File: src/rtl/modexp_if.sv
// Handshake bundle between the modexp sequencer, its launcher and the modular-multiplier datapath.
// The slave modport is the sequencer's view; the master modport is the surrounding datapath/top.
interface modexp_if #(
  parameter int EXP_W = 32,
  parameter int IDX_W = 5
);
  logic             start;
  logic [EXP_W-1:0] exponent;
  logic             busy;
  logic             done;
  logic             mm_start;
  logic             mm_op;
  logic             mm_done;
  logic             acc_init;
  logic             acc_we;
  logic [IDX_W-1:0] bit_index;

  modport slave (
    input  start, exponent, mm_done,
    output busy, done, mm_start, mm_op, acc_init, acc_we, bit_index
  );

  modport master (
    output start, exponent, mm_done,
    input  busy, done, mm_start, mm_op, acc_init, acc_we, bit_index
  );
endinterface

File: src/rtl/modexp_sequencer.sv
// Square-and-multiply scheduler: walks the exponent MSB-first, issuing one modular multiply at a time.
// Option MODEXP_SKIP_LEADING_ZEROS_EN adds a SKIP state that steps over leading zero exponent bits.
module modexp_sequencer #(
  parameter int EXP_W = 32,
  parameter int IDX_W = 5
) (
  input  logic     clk,
  input  logic     rst,
  modexp_if.slave  bus
);

`ifdef MODEXP_SKIP_LEADING_ZEROS_EN
  typedef enum logic [3:0] {
    S_IDLE, S_INIT, S_SQR_ISSUE, S_SQR_WAIT, S_MUL_ISSUE, S_MUL_WAIT, S_NEXT, S_DONE, S_SKIP
  } state_t;
`else
  typedef enum logic [3:0] {
    S_IDLE, S_INIT, S_SQR_ISSUE, S_SQR_WAIT, S_MUL_ISSUE, S_MUL_WAIT, S_NEXT, S_DONE
  } state_t;
`endif

  state_t           state, state_nxt;
  logic [IDX_W-1:0] bit_cnt, cnt_nxt;
  logic [EXP_W-1:0] exp_reg;
  logic [EXP_W-1:0] exp_shr;
  logic             cur_bit;
  logic             load_exp;

  assign exp_shr = exp_reg >> bit_cnt;
  assign cur_bit = exp_shr[0];

  always_comb begin
    state_nxt = state;
    cnt_nxt   = bit_cnt;
    load_exp  = 1'b0;
    case (state)
      S_IDLE: begin
        if (bus.start) begin
          load_exp  = 1'b1;
          cnt_nxt   = IDX_W'(EXP_W - 1);
          state_nxt = S_INIT;
        end
      end
`ifdef MODEXP_SKIP_LEADING_ZEROS_EN
      S_INIT: state_nxt = S_SKIP;
      S_SKIP: begin
        if (bit_cnt != '0 && !cur_bit) cnt_nxt = bit_cnt - IDX_W'(1);
        else                           state_nxt = S_SQR_ISSUE;
      end
`else
      S_INIT: state_nxt = S_SQR_ISSUE;
`endif
      S_SQR_ISSUE: state_nxt = S_SQR_WAIT;
      S_SQR_WAIT: begin
        if (bus.mm_done) state_nxt = cur_bit ? S_MUL_ISSUE : S_NEXT;
      end
      S_MUL_ISSUE: state_nxt = S_MUL_WAIT;
      S_MUL_WAIT: begin
        if (bus.mm_done) state_nxt = S_NEXT;
      end
      S_NEXT: begin
        if (bit_cnt == '0) begin
          state_nxt = S_DONE;
        end else begin
          cnt_nxt   = bit_cnt - IDX_W'(1);
          state_nxt = S_SQR_ISSUE;
        end
      end
      S_DONE:  state_nxt = S_IDLE;
      default: state_nxt = S_IDLE;
    endcase
  end

  always_ff @(posedge clk) begin
    if (rst) begin
      state   <= S_IDLE;
      bit_cnt <= '0;
    end else begin
      state   <= state_nxt;
      bit_cnt <= cnt_nxt;
    end
  end

  // Exponent is datapath state: captured on accept only, never cleared.
  always_ff @(posedge clk) begin
    if (load_exp) exp_reg <= bus.exponent;
  end

  assign bus.busy      = (state != S_IDLE);
  assign bus.done      = (state == S_DONE);
  assign bus.mm_start  = (state == S_SQR_ISSUE) || (state == S_MUL_ISSUE);
  assign bus.mm_op     = (state == S_MUL_ISSUE) || (state == S_MUL_WAIT);
  assign bus.acc_init  = (state == S_INIT);
  assign bus.bit_index = bit_cnt;
  // Write strobe coincides with mm_done so the accumulator holds the result before the next issue samples it.
  assign bus.acc_we    = ((state == S_SQR_WAIT) || (state == S_MUL_WAIT)) && bus.mm_done;

endmodule

File: src/flat_wrapper.sv
// flat-port wrapper written by rule: the top's interface ports become plain ports
module modexp_sequencer_flat 
#(
  parameter int EXP_W = 32,
  parameter int IDX_W = 5
)
  (clk, rst, bus_start, bus_exponent, bus_mm_done, bus_busy, bus_done, bus_mm_start, bus_mm_op, bus_acc_init, bus_acc_we, bus_bit_index);
  modexp_if #(.EXP_W(EXP_W), .IDX_W(IDX_W)) bus_i ();
  input  logic clk;
  input  logic rst;
  input wire logic [$bits(bus_i.start)-1:0] bus_start;
  input wire logic [$bits(bus_i.exponent)-1:0] bus_exponent;
  input wire logic [$bits(bus_i.mm_done)-1:0] bus_mm_done;
  output wire logic [$bits(bus_i.busy)-1:0] bus_busy;
  output wire logic [$bits(bus_i.done)-1:0] bus_done;
  output wire logic [$bits(bus_i.mm_start)-1:0] bus_mm_start;
  output wire logic [$bits(bus_i.mm_op)-1:0] bus_mm_op;
  output wire logic [$bits(bus_i.acc_init)-1:0] bus_acc_init;
  output wire logic [$bits(bus_i.acc_we)-1:0] bus_acc_we;
  output wire logic [$bits(bus_i.bit_index)-1:0] bus_bit_index;
  assign bus_i.start = bus_start;
  assign bus_i.exponent = bus_exponent;
  assign bus_i.mm_done = bus_mm_done;
  assign bus_busy = bus_i.busy;
  assign bus_done = bus_i.done;
  assign bus_mm_start = bus_i.mm_start;
  assign bus_mm_op = bus_i.mm_op;
  assign bus_acc_init = bus_i.acc_init;
  assign bus_acc_we = bus_i.acc_we;
  assign bus_bit_index = bus_i.bit_index;
  modexp_sequencer #(.EXP_W(EXP_W), .IDX_W(IDX_W)) u_core (.clk(clk), .rst(rst), .bus(bus_i));
endmodule
File: config.mk
export PLATFORM = sky130hd
export DESIGN_NAME = modexp_sequencer_flat
export DESIGN_NICKNAME = d
export VERILOG_FILES = /design/src/rtl/modexp_if.sv /design/src/rtl/modexp_sequencer.sv /design/src/flat_wrapper.sv
export SDC_FILE = /design/constraint.sdc
export NUM_CORES = 1
export LEC_CHECK = 0
export ABC_AREA = 1
export CORE_MARGIN = 2
export CORE_UTILIZATION = 25
export CTS_CLUSTER_SIZE = 10
export DETAILED_ROUTE_END_ITERATION = 6
export SYNTH_ARGS = -nofsm -noshare
export SYNTH_HDL_FRONTEND = slang
export SYNTH_SLANG_ARGS = --single-unit
File: constraint.sdc
create_clock -name clk -period 2.1 [get_ports clk]
set_clock_uncertainty 0.1 [all_clocks]
set_input_delay 0.315 -clock clk [delete_from_list [all_inputs] [get_ports clk]]
set_output_delay 0.315 -clock clk [all_outputs]
set_load 0.03 [all_outputs]
==> results of run 1 <==
==> logic make-up (layout without fill, tap and decap cells) <==
group           after synthesis  after routing  synth area share (%)
xor+xnor                      2              2                 0.929
simple gates                109            109                  24.8
compound gates               14             14                  4.18
flops                        40             40                  59.4
fa+ha+maj                     1              1                 0.663
buf+inv                      42             98                  10.0
==> area by class of cell <==
cell class	count	area [µm²]
Sequential cell	40	1120
Fill cell	778	4720
Timing Repair Buffer	53	519
Multi-Input combinational cell	126	577
Inverter	37	144
Clock buffer	8	90.1
Tap cell	99	124
==> layout by cell type (no fill, tap or decap) <==
master	netlist	layout
a21oi_1	7	7
a311oi_1	1	1
a31oi_1	2	2
buf_4	0	8
clkbuf_1	1	2
clkbuf_8	0	6
clkdlybuf4s50_1	0	40
clkinv_1	1	1
dfxtp_1	8	8
dlygate4sd2_1	0	1
dlymetal6s2s_1	0	4
edfxtp_1	32	32
ha_1	1	1
inv_1	30	30
inv_2	5	5
inv_6	1	1
nand2_1	63	63
nand2_2	2	2
nand2_4	1	1
nand3_1	22	22
nor2_1	17	17
nor2_2	2	2
nor3_1	1	1
nor3_4	1	1
o21a_1	1	1
o21ai_0	1	1
o21ai_1	2	2
xor2_1	2	2
==> power by group through the flow <==
stage               registers [W]  clock network [W]  logic (W)
global route              0.00100           0.000576   0.000565
detailed placement        0.00101                  0   0.000508
finish                   0.000994           0.000522   0.000501
floorplan                 0.00103                  0   0.000295
CTS                      0.000994           0.000547   0.000510
global placement          0.00101                  0   0.000503
==> through the flow <==
stage                     setup slack (ns)  hold slack [ns]
after floorplan                      0.170            0.314
after global placement               0.216            0.410
after detailed placement             0.182            0.407
after CTS                           0.0118            0.419
after global routing                0.0504            0.462
final                                0.167            0.428
==> critical path: stages, from the launching register on <==
cell           delay, ns
dfxtp_1             0.36
inv_2               0.12
nand2_1             0.10
o21ai_0             0.22
dlygate4sd2_1       0.43
==> repair_timing <==
item,in CTS,in global routing
endpoints found under the setup margin,1,4
buffers inserted,0,0
resized for setup,1,4
pin swaps,0,0
==> worst paths after layout <==
kind                             end  slack [ns]  cells past startpoint
max                        bus_mm_op        0.17                      4
min          u_core.bus.bit_index[4]        0.43                      2
max reg2reg  u_core.bus.bit_index[3]        0.44                      9
min reg2reg  u_core.bus.bit_index[4]        0.43                      2
==> routing by layer <==
layer	track usage, %	wire length (µm)
met1	12.1	1710
met2	15.5	1850
met3	3.26	226
met4	3.54	56
met5	0	0
==> impl_metrics.ini, run 1 <==
[grt]
grt_overflow = 0
grt_pass1_wl_um = 6290
antenna_found_initial = 0
grt_start_max_net_pins = 19
track_usage_pct = 9.66
grt_pass1_vias = 1378

[die]
start_util_pct = 25.9
ios = 47
placementRows = 31
die_area_mm2 = 0.00826
die_y_um = 90.9
die_width_um = 90.9
coreArea_mm2 = 0.00729

[logic_synthesis]
synth_fp_nets = 245
synth_area_leaders = edfxtp_1 (51%), nand2_1 (13%), dfxtp_1 (8.5%), inv_1 (6.0%), nand3_1 (5.8%)
synth_common_cells = nand2_1 (63), edfxtp_1 (32), inv_1 (30)
synth-seq-area-share_pct = 59.4
synth_area_leader_cell = edfxtp_1
syn_inst = 208
synth_seq_cells = 40
ys.warnings.count = 0
yosysMostFrequentCell = nand2_1
synth_area_per_cell_um2 = 9.07
ys_types = 25
netlist_area_mm2 = 0.00189
synthArstFlopShare_pct = 0
netlist.area_leader.share_pct = 50.9
synth_top_flop_cell = edfxtp_1
synth-edff-count = 32

[route]
postRouteAntennaNets = 0
wl_um = 3850
drt_iter0_drc = 117
vias_per_cell = 4.06
vias = 1473
drc_errors = 0
dr.pass1.iters = 4
wl_per_cell_um = 10.6

[clocking]
clk_pin_slew_ns = 0.08
ctsHoldBuffers = 0
cts_max_level = 2
cts_tree = done
cts_max_path_buffers = 2
cts-root-buf = clkbuf_8
cts_buffers = 5
clk_latency_ns = 0.29
cts.sinks = 40

[critical_path]
r2r_start = u_core.bus.bit_index[0]
crit_start = u_core.state[1]
criticalPathCategory = flop to primary output
cp.arrival_ns = 1.52
end_kind = primary output
crit_required_ns = 1.68
cp-start-kind = flop
critPathMaxFanout = 5

[placed_design]
place_inst = 355
post_dp_cell_area_mm2 = 0.00248
gp_congestion = 0.750
dp_hpwl_um = 2790
numPortBuffers = 46

[sta]
rsz0062_at_grt = no
period_share_pct = 92.0
slew_headroom_pct = 78.3
worstMarginPinSlew_ns = 0.325
hold_viol_final = 0
layout_min_cycle_time_ns = 1.93
slew_violations = 0
setup_tns_ns = 0
setup_viol = 0
fmax_mhz = 517

[power]
seqPwrFrac_pct = 49.3
p_int_w = 0.00143
power_frac_clock_pct = 25.9
ir_drop_mv = 0.356
p_comb_share_pct = 24.8
p_sw_w = 0.000585
total_power_w = 0.00202
p_per_area_mw_per_mm2 = 783
p_leak_nw = 1.16
swShare_pct = 29.0

[worst_hold_path]
hold_start = u_core.bus.bit_index[4]
hp-class = flop to flop

[status]
outcome = finished clean

[final_layout]
syn_to_final_growth_pct = 36.5
final_area_mm2 = 0.00257
final_nets = 300
largest_reg_flops = 32
stdcell_count = 363
antenna_cells = 0
drive_above_1_share_pct = 9.85
fin_util_pct = 35.3

[run]
drv_cap = 0
No activity file was read; power rests on OpenSTA's default activity.
==> inputs of run 2 (changes only) <==
--- a/config.mk
+++ b/config.mk
@@ -6,10 +6,10 @@
 export NUM_CORES = 1
 export LEC_CHECK = 0
 export ABC_AREA = 1
-export CORE_MARGIN = 2
-export CORE_UTILIZATION = 25
+export CORE_UTILIZATION = 45
 export CTS_CLUSTER_SIZE = 10
 export DETAILED_ROUTE_END_ITERATION = 6
+export PLACE_DENSITY = 0.76
 export SYNTH_ARGS = -nofsm -noshare
 export SYNTH_HDL_FRONTEND = slang
 export SYNTH_SLANG_ARGS = --single-unit
==> run 2 against run 1 <==
Compared with the run above: worst hold slack worse by 0.026 ns; sequential share of layout area rose by 1.5 points; register-to-register slack is essentially flat; clock power decreased by 9.6%; setup slack gained 0.019 ns; combinational power fell by 4.2%; power shrank 3.6%; critical endpoint unchanged.
==> impl_metrics.ini, run 2 (synthesis gave the netlist of run 1 again) <==
[status]
outcome = finished clean

[final_layout]
sequential_cell_area_mm2 = 0.00112
drive_above_1_share_pct = 8.78
fin_util_pct = 62.2
final_nets = 298
final_common_cell = nand2_1
fillCellCount = 361
layout_common_cells = nand2_1 (63), clkdlybuf4s50_1 (40), edfxtp_1 (32), inv_1 (30), nand3_1 (22)
multi_input_area_um2 = 577
stdcell_count = 312
syn_to_final_growth_pct = 31.9
antenna_cells = 0
largest_reg_flops = 32
final_area_mm2 = 0.00249

[die]
start_util_pct = 47.2
die_y_um = 66.8
coreArea_mm2 = 0.00400
placementRows = 23
die_width_um = 66.8
ios = 47
die_area_mm2 = 0.00446

[grt]
grt_overflow = 0
grt_pass1_wl_um = 5510
antenna_found_initial = 0
track_usage_pct = 17.2
grt_pass1_vias = 1319
grt_start_max_net_pins = 21

[placed_design]
dp_hpwl_um = 2420
post_dp_cell_area_mm2 = 0.00240
numPortBuffers = 46
gp_congestion = 0.770
place_inst = 304

[power]
seqPwrFrac_pct = 51.0
p_sw_w = 0.000551
p_leak_nw = 1.15
p_comb_share_pct = 24.7
power_frac_clock_pct = 24.3
total_power_w = 0.00194
ir_drop_mv = 0.476
p_per_area_mw_per_mm2 = 781
p_int_w = 0.00139
swShare_pct = 28.4

[clocking]
clk_latency_ns = 0.29
cts_max_path_buffers = 2
clk_pin_slew_ns = 0.06
cts_buffers = 5
cts_max_level = 2
postCtsSetupRepairBufs = 0
cts_tree = done
ctsHoldBuffers = 0
cts.sinks = 40
cts-resized-gates = 1
cts-root-buf = clkbuf_8

[critical_path]
crit_required_ns = 1.68
ff2ff_setup_slack_ns = 0.44
crit_start = u_core.state[0]
criticalPathCategory = flop to primary output
r2r_start = u_core.state[1]
rr_worst_depth = 6
end_kind = primary output
cp-start-kind = flop
timing.rr.end = u_core.exp_reg[27]
critPathMaxFanout = 5
cp.arrival_ns = 1.50

[sta]
fmax_mhz = 522
rsz0062_at_grt = no
setup_tns_ns = 0
slew_violations = 0
layout_min_cycle_time_ns = 1.91
hold_viol_final = 0
period_share_pct = 91.1
slew_headroom_pct = 78.4
setup_viol = 0
worstMarginPinSlew_ns = 0.323

[worst_hold_path]
hold_end = u_core.bus.bit_index[4]
hp-class = flop to flop
hold_depth = 2
hold_start = u_core.bus.bit_index[4]

[route]
dr.pass1.iters = 4
vias = 1446
postRouteAntennaNets = 0
drt_iter0_drc = 91
drc_errors = 0
wl_per_cell_um = 10.4
wl_um = 3250
vias_per_cell = 4.63

[run]
drv_cap = 0
## run 2: worst max path at each step
stage / to / slack [ns] / depth (start not counted)
floorplan: u_core.exp_reg[0] / 0.17 / 5
global placement: bus_mm_op / 0.25 / 3
detailed placement: bus_mm_op / 0.21 / 3
CTS: bus_busy / 0.04 / 5
global route: bus_mm_op / 0.08 / 4
finish: bus_mm_op / 0.19 / 3
## run 2: critical path: stages (launching register included)
cell,delay (ns)
dfxtp_1,0.44
nand2_1,0.13
o21ai_0,0.22
dlygate4sd2_1,0.43
## run 2: routing by layer
layer,vias up,routed length [µm],global-route usage (%)
met5,-,0,0
met3,6,204,5.65
met4,0,58,7.18
met2,40,1660,30.2
met1,635,1330,18.9
li1,765,-,-
## run 2: layout make-up
cell class	instances	share of cell area, %
clock buffer	8	3.22
inverter	37	5.78
multi-input combinational	126	23.2
sequential	40	45.0
tap	50	2.51
timing repair buffer	51	20.3
## run 2: through the flow
| step | setup WS [ns] | hold slack (ns) |
|---|---|---|
| detailed placement | 0.207 | 0.397 |
| global route | 0.0771 | 0.447 |
| floorplan | 0.170 | 0.314 |
| CTS | 0.0397 | 0.408 |
| finish | 0.186 | 0.401 |
| global placement | 0.251 | 0.401 |
## run 2: power by group through the flow
| stage | Sequential (W) | Clock (W) | Combinational, W |
|---|---|---|---|
| after floorplan | 0.00103 | 0 | 0.000295 |
| after global placement | 0.00101 | 0 | 0.000482 |
| after detailed placement | 0.00101 | 0 | 0.000488 |
| after CTS | 0.000993 | 0.000485 | 0.000490 |
| after global routing | 0.000998 | 0.000521 | 0.000544 |
| final | 0.000992 | 0.000472 | 0.000480 |
==> inputs of run 3 (changes only) <==
--- a/config.mk
+++ b/config.mk
@@ -6,10 +6,11 @@
 export NUM_CORES = 1
 export LEC_CHECK = 0
 export ABC_AREA = 1
-export CORE_UTILIZATION = 45
+export CORE_UTILIZATION = 49
 export CTS_CLUSTER_SIZE = 10
 export DETAILED_ROUTE_END_ITERATION = 6
-export PLACE_DENSITY = 0.76
+export PLACE_DENSITY = 0.82
 export SYNTH_ARGS = -nofsm -noshare
 export SYNTH_HDL_FRONTEND = slang
 export SYNTH_SLANG_ARGS = --single-unit
+export TNS_END_PERCENT = 20
==> run 3 against run 2 <==
Compared with the run above: wire length grew 4.7%; maximum frequency is 0.11% higher; sequential cell count stayed put; power is 7.4% higher; first-iteration DRC count increased by 13%; die area is 7.9% lower; design area up 1.5%; via count rose by 2.6%; register-to-register slack lost 0.07 ns; sequential share of layout area shrank 0.65 points; non-clock buffer count unchanged.
==> impl_metrics.ini, run 3 (synthesis gave the netlist of run 1 again) <==
[sta]
fmax_mhz = 523
worstMarginPinSlew_ns = 0.335
setup_tns_ns = 0
period_share_pct = 91.0
fin_ws_ns = 0.188
layout_min_cycle_time_ns = 1.91
rsz0062_at_grt = no
slew_violations = 0
hold_viol_final = 0
setup_viol = 0
slew_headroom_pct = 77.6

[grt]
grt_pass1_wl_um = 5720
track_usage_pct = 19.0
grt_overflow = 0
antenna_found_initial = 0
grt_start_max_net_pins = 25
grt_pass1_vias = 1341

[final_layout]
final_common_cell = nand2_1
syn_to_final_growth_pct = 33.8
largest_reg_flops = 32
final_nets = 298
antenna_cells = 0
drive_above_1_share_pct = 9.16
layout_common_cells = nand2_1 (63), clkdlybuf4s50_1 (40), edfxtp_1 (32), inv_1 (30), nand3_1 (22)

[critical_path]
crit_chain = inv_2 > o21ai_0 > dlygate4sd2_1
cp-start-kind = flop
crit_required_ns = 1.68
cp.arrival_ns = 1.50
end_kind = primary output
critPathMaxFanout = 6
r2r_start = u_core.bus.bit_index[0]
crit_start = u_core.state[2]
criticalPathCategory = flop to primary output
critPathSlowestCell = dfxtp_1
max_stage_delay_ns = 0.44

[die]
ios = 47
die_area_mm2 = 0.00410
start_util_pct = 51.2
die_y_um = 64.1
coreArea_mm2 = 0.00369
die_width_um = 64.1
placementRows = 22

[route]
vias_per_cell = 4.79
vias = 1484
wl_um = 3410
postRouteAntennaNets = 0
drt_iter0_drc = 103
drc_errors = 0
dr.pass1.iters = 6
wl_per_cell_um = 11.0

[worst_hold_path]
hold_start = u_core.bus.bit_index[4]
hp-class = flop to flop

[power]
p_per_area_mw_per_mm2 = 827
total_power_w = 0.00209
p_leak_nw = 1.16
ir_drop_mv = 0.529

[clocking]
clk_pin_slew_ns = 0.08
cts_max_level = 2
cts-root-buf = clkbuf_8
cts_buffers = 5
cts_max_path_buffers = 2
cts_tree = done
cts.sinks = 40
clk_latency_ns = 0.30

[run]
drv_cap = 0

[placed_design]
dp_hpwl_um = 2410
numPortBuffers = 46
gp_congestion = 0.835
pre_cts_slack_ns = 0.202

[status]
outcome = finished clean
[run 3: changes by cell type in the layout (fill, tap and decap cells not counted)]
cell	previous run	this run
buf_4	6	5
buf_12	0	1
bufinv_16	0	1
clkinv_1	1	3
clkbuf_1	3	0
[run 3: per-layer routing]
layer / global-route usage [%] / share of wire (%)
met5: 0 / 0
met3: 6.79 / 6.0
met1: 21.1 / 42
met2: 33.2 / 50
met4: 6.82 / 1.6
[run 3: repair_timing]
item	CTS	global route
gates resized for setup	1	4
pin swaps	0	0
endpoints found under the setup margin	1	4
setup buffers	0	0
hold buffers	0	0
[run 3: worst max-delay path: cells and delay by family, from the launching register on]
family | cells | cell delay (ns)
compound gates | 1 | 0.23
buf+inv | 2 | 0.54
flops | 1 | 0.44
[run 3: path summary, 6_finish.rpt]
kind	to	slack (ns)	depth (start not counted)
max	bus_mm_op	0.19	3
min reg2reg	u_core.bus.bit_index[4]	0.43	2
max reg2reg	u_core.bus.bit_index[2]	0.37	9
min	u_core.bus.bit_index[4]	0.43	2
[run 3: layout make-up]
type / instances / area [µm²]
clock inverter: 3 / 37.5
inverter: 37 / 144
tap: 48 / 60.1
clock buffer: 5 / 68.8
timing repair buffer: 51 / 517
multi-input combinational: 126 / 577
fill: 319 / 1160
sequential: 40 / 1120
[run 3: report_power, final]
| part | internal [W] | switching, W | total (W) |
|---|---|---|---|
| Sequential | 0.000953 | 0.0000405 | 0.000994 |
| Clock | 0.000346 | 0.000256 | 0.000602 |
| Combinational | 0.000210 | 0.000283 | 0.000493 |
[run 3: stage by stage]
step / cell area (µm²) / hold slack (ns) / cells / utilization (%)
6_report: 2520 / 0.433 / 310 / 68.5
5_1_grt: 2520 / 0.459 / 310 / 68.5
4_1_cts: 2510 / 0.422 / 310 / 68.2
3_5_place_dp: 2410 / 0.410 / 302 / 65.3
3_3_place_gp: 2410 / 0.381 / 302 / 65.3
2_1_floorplan: 1890 / 0.314 / 208 / -
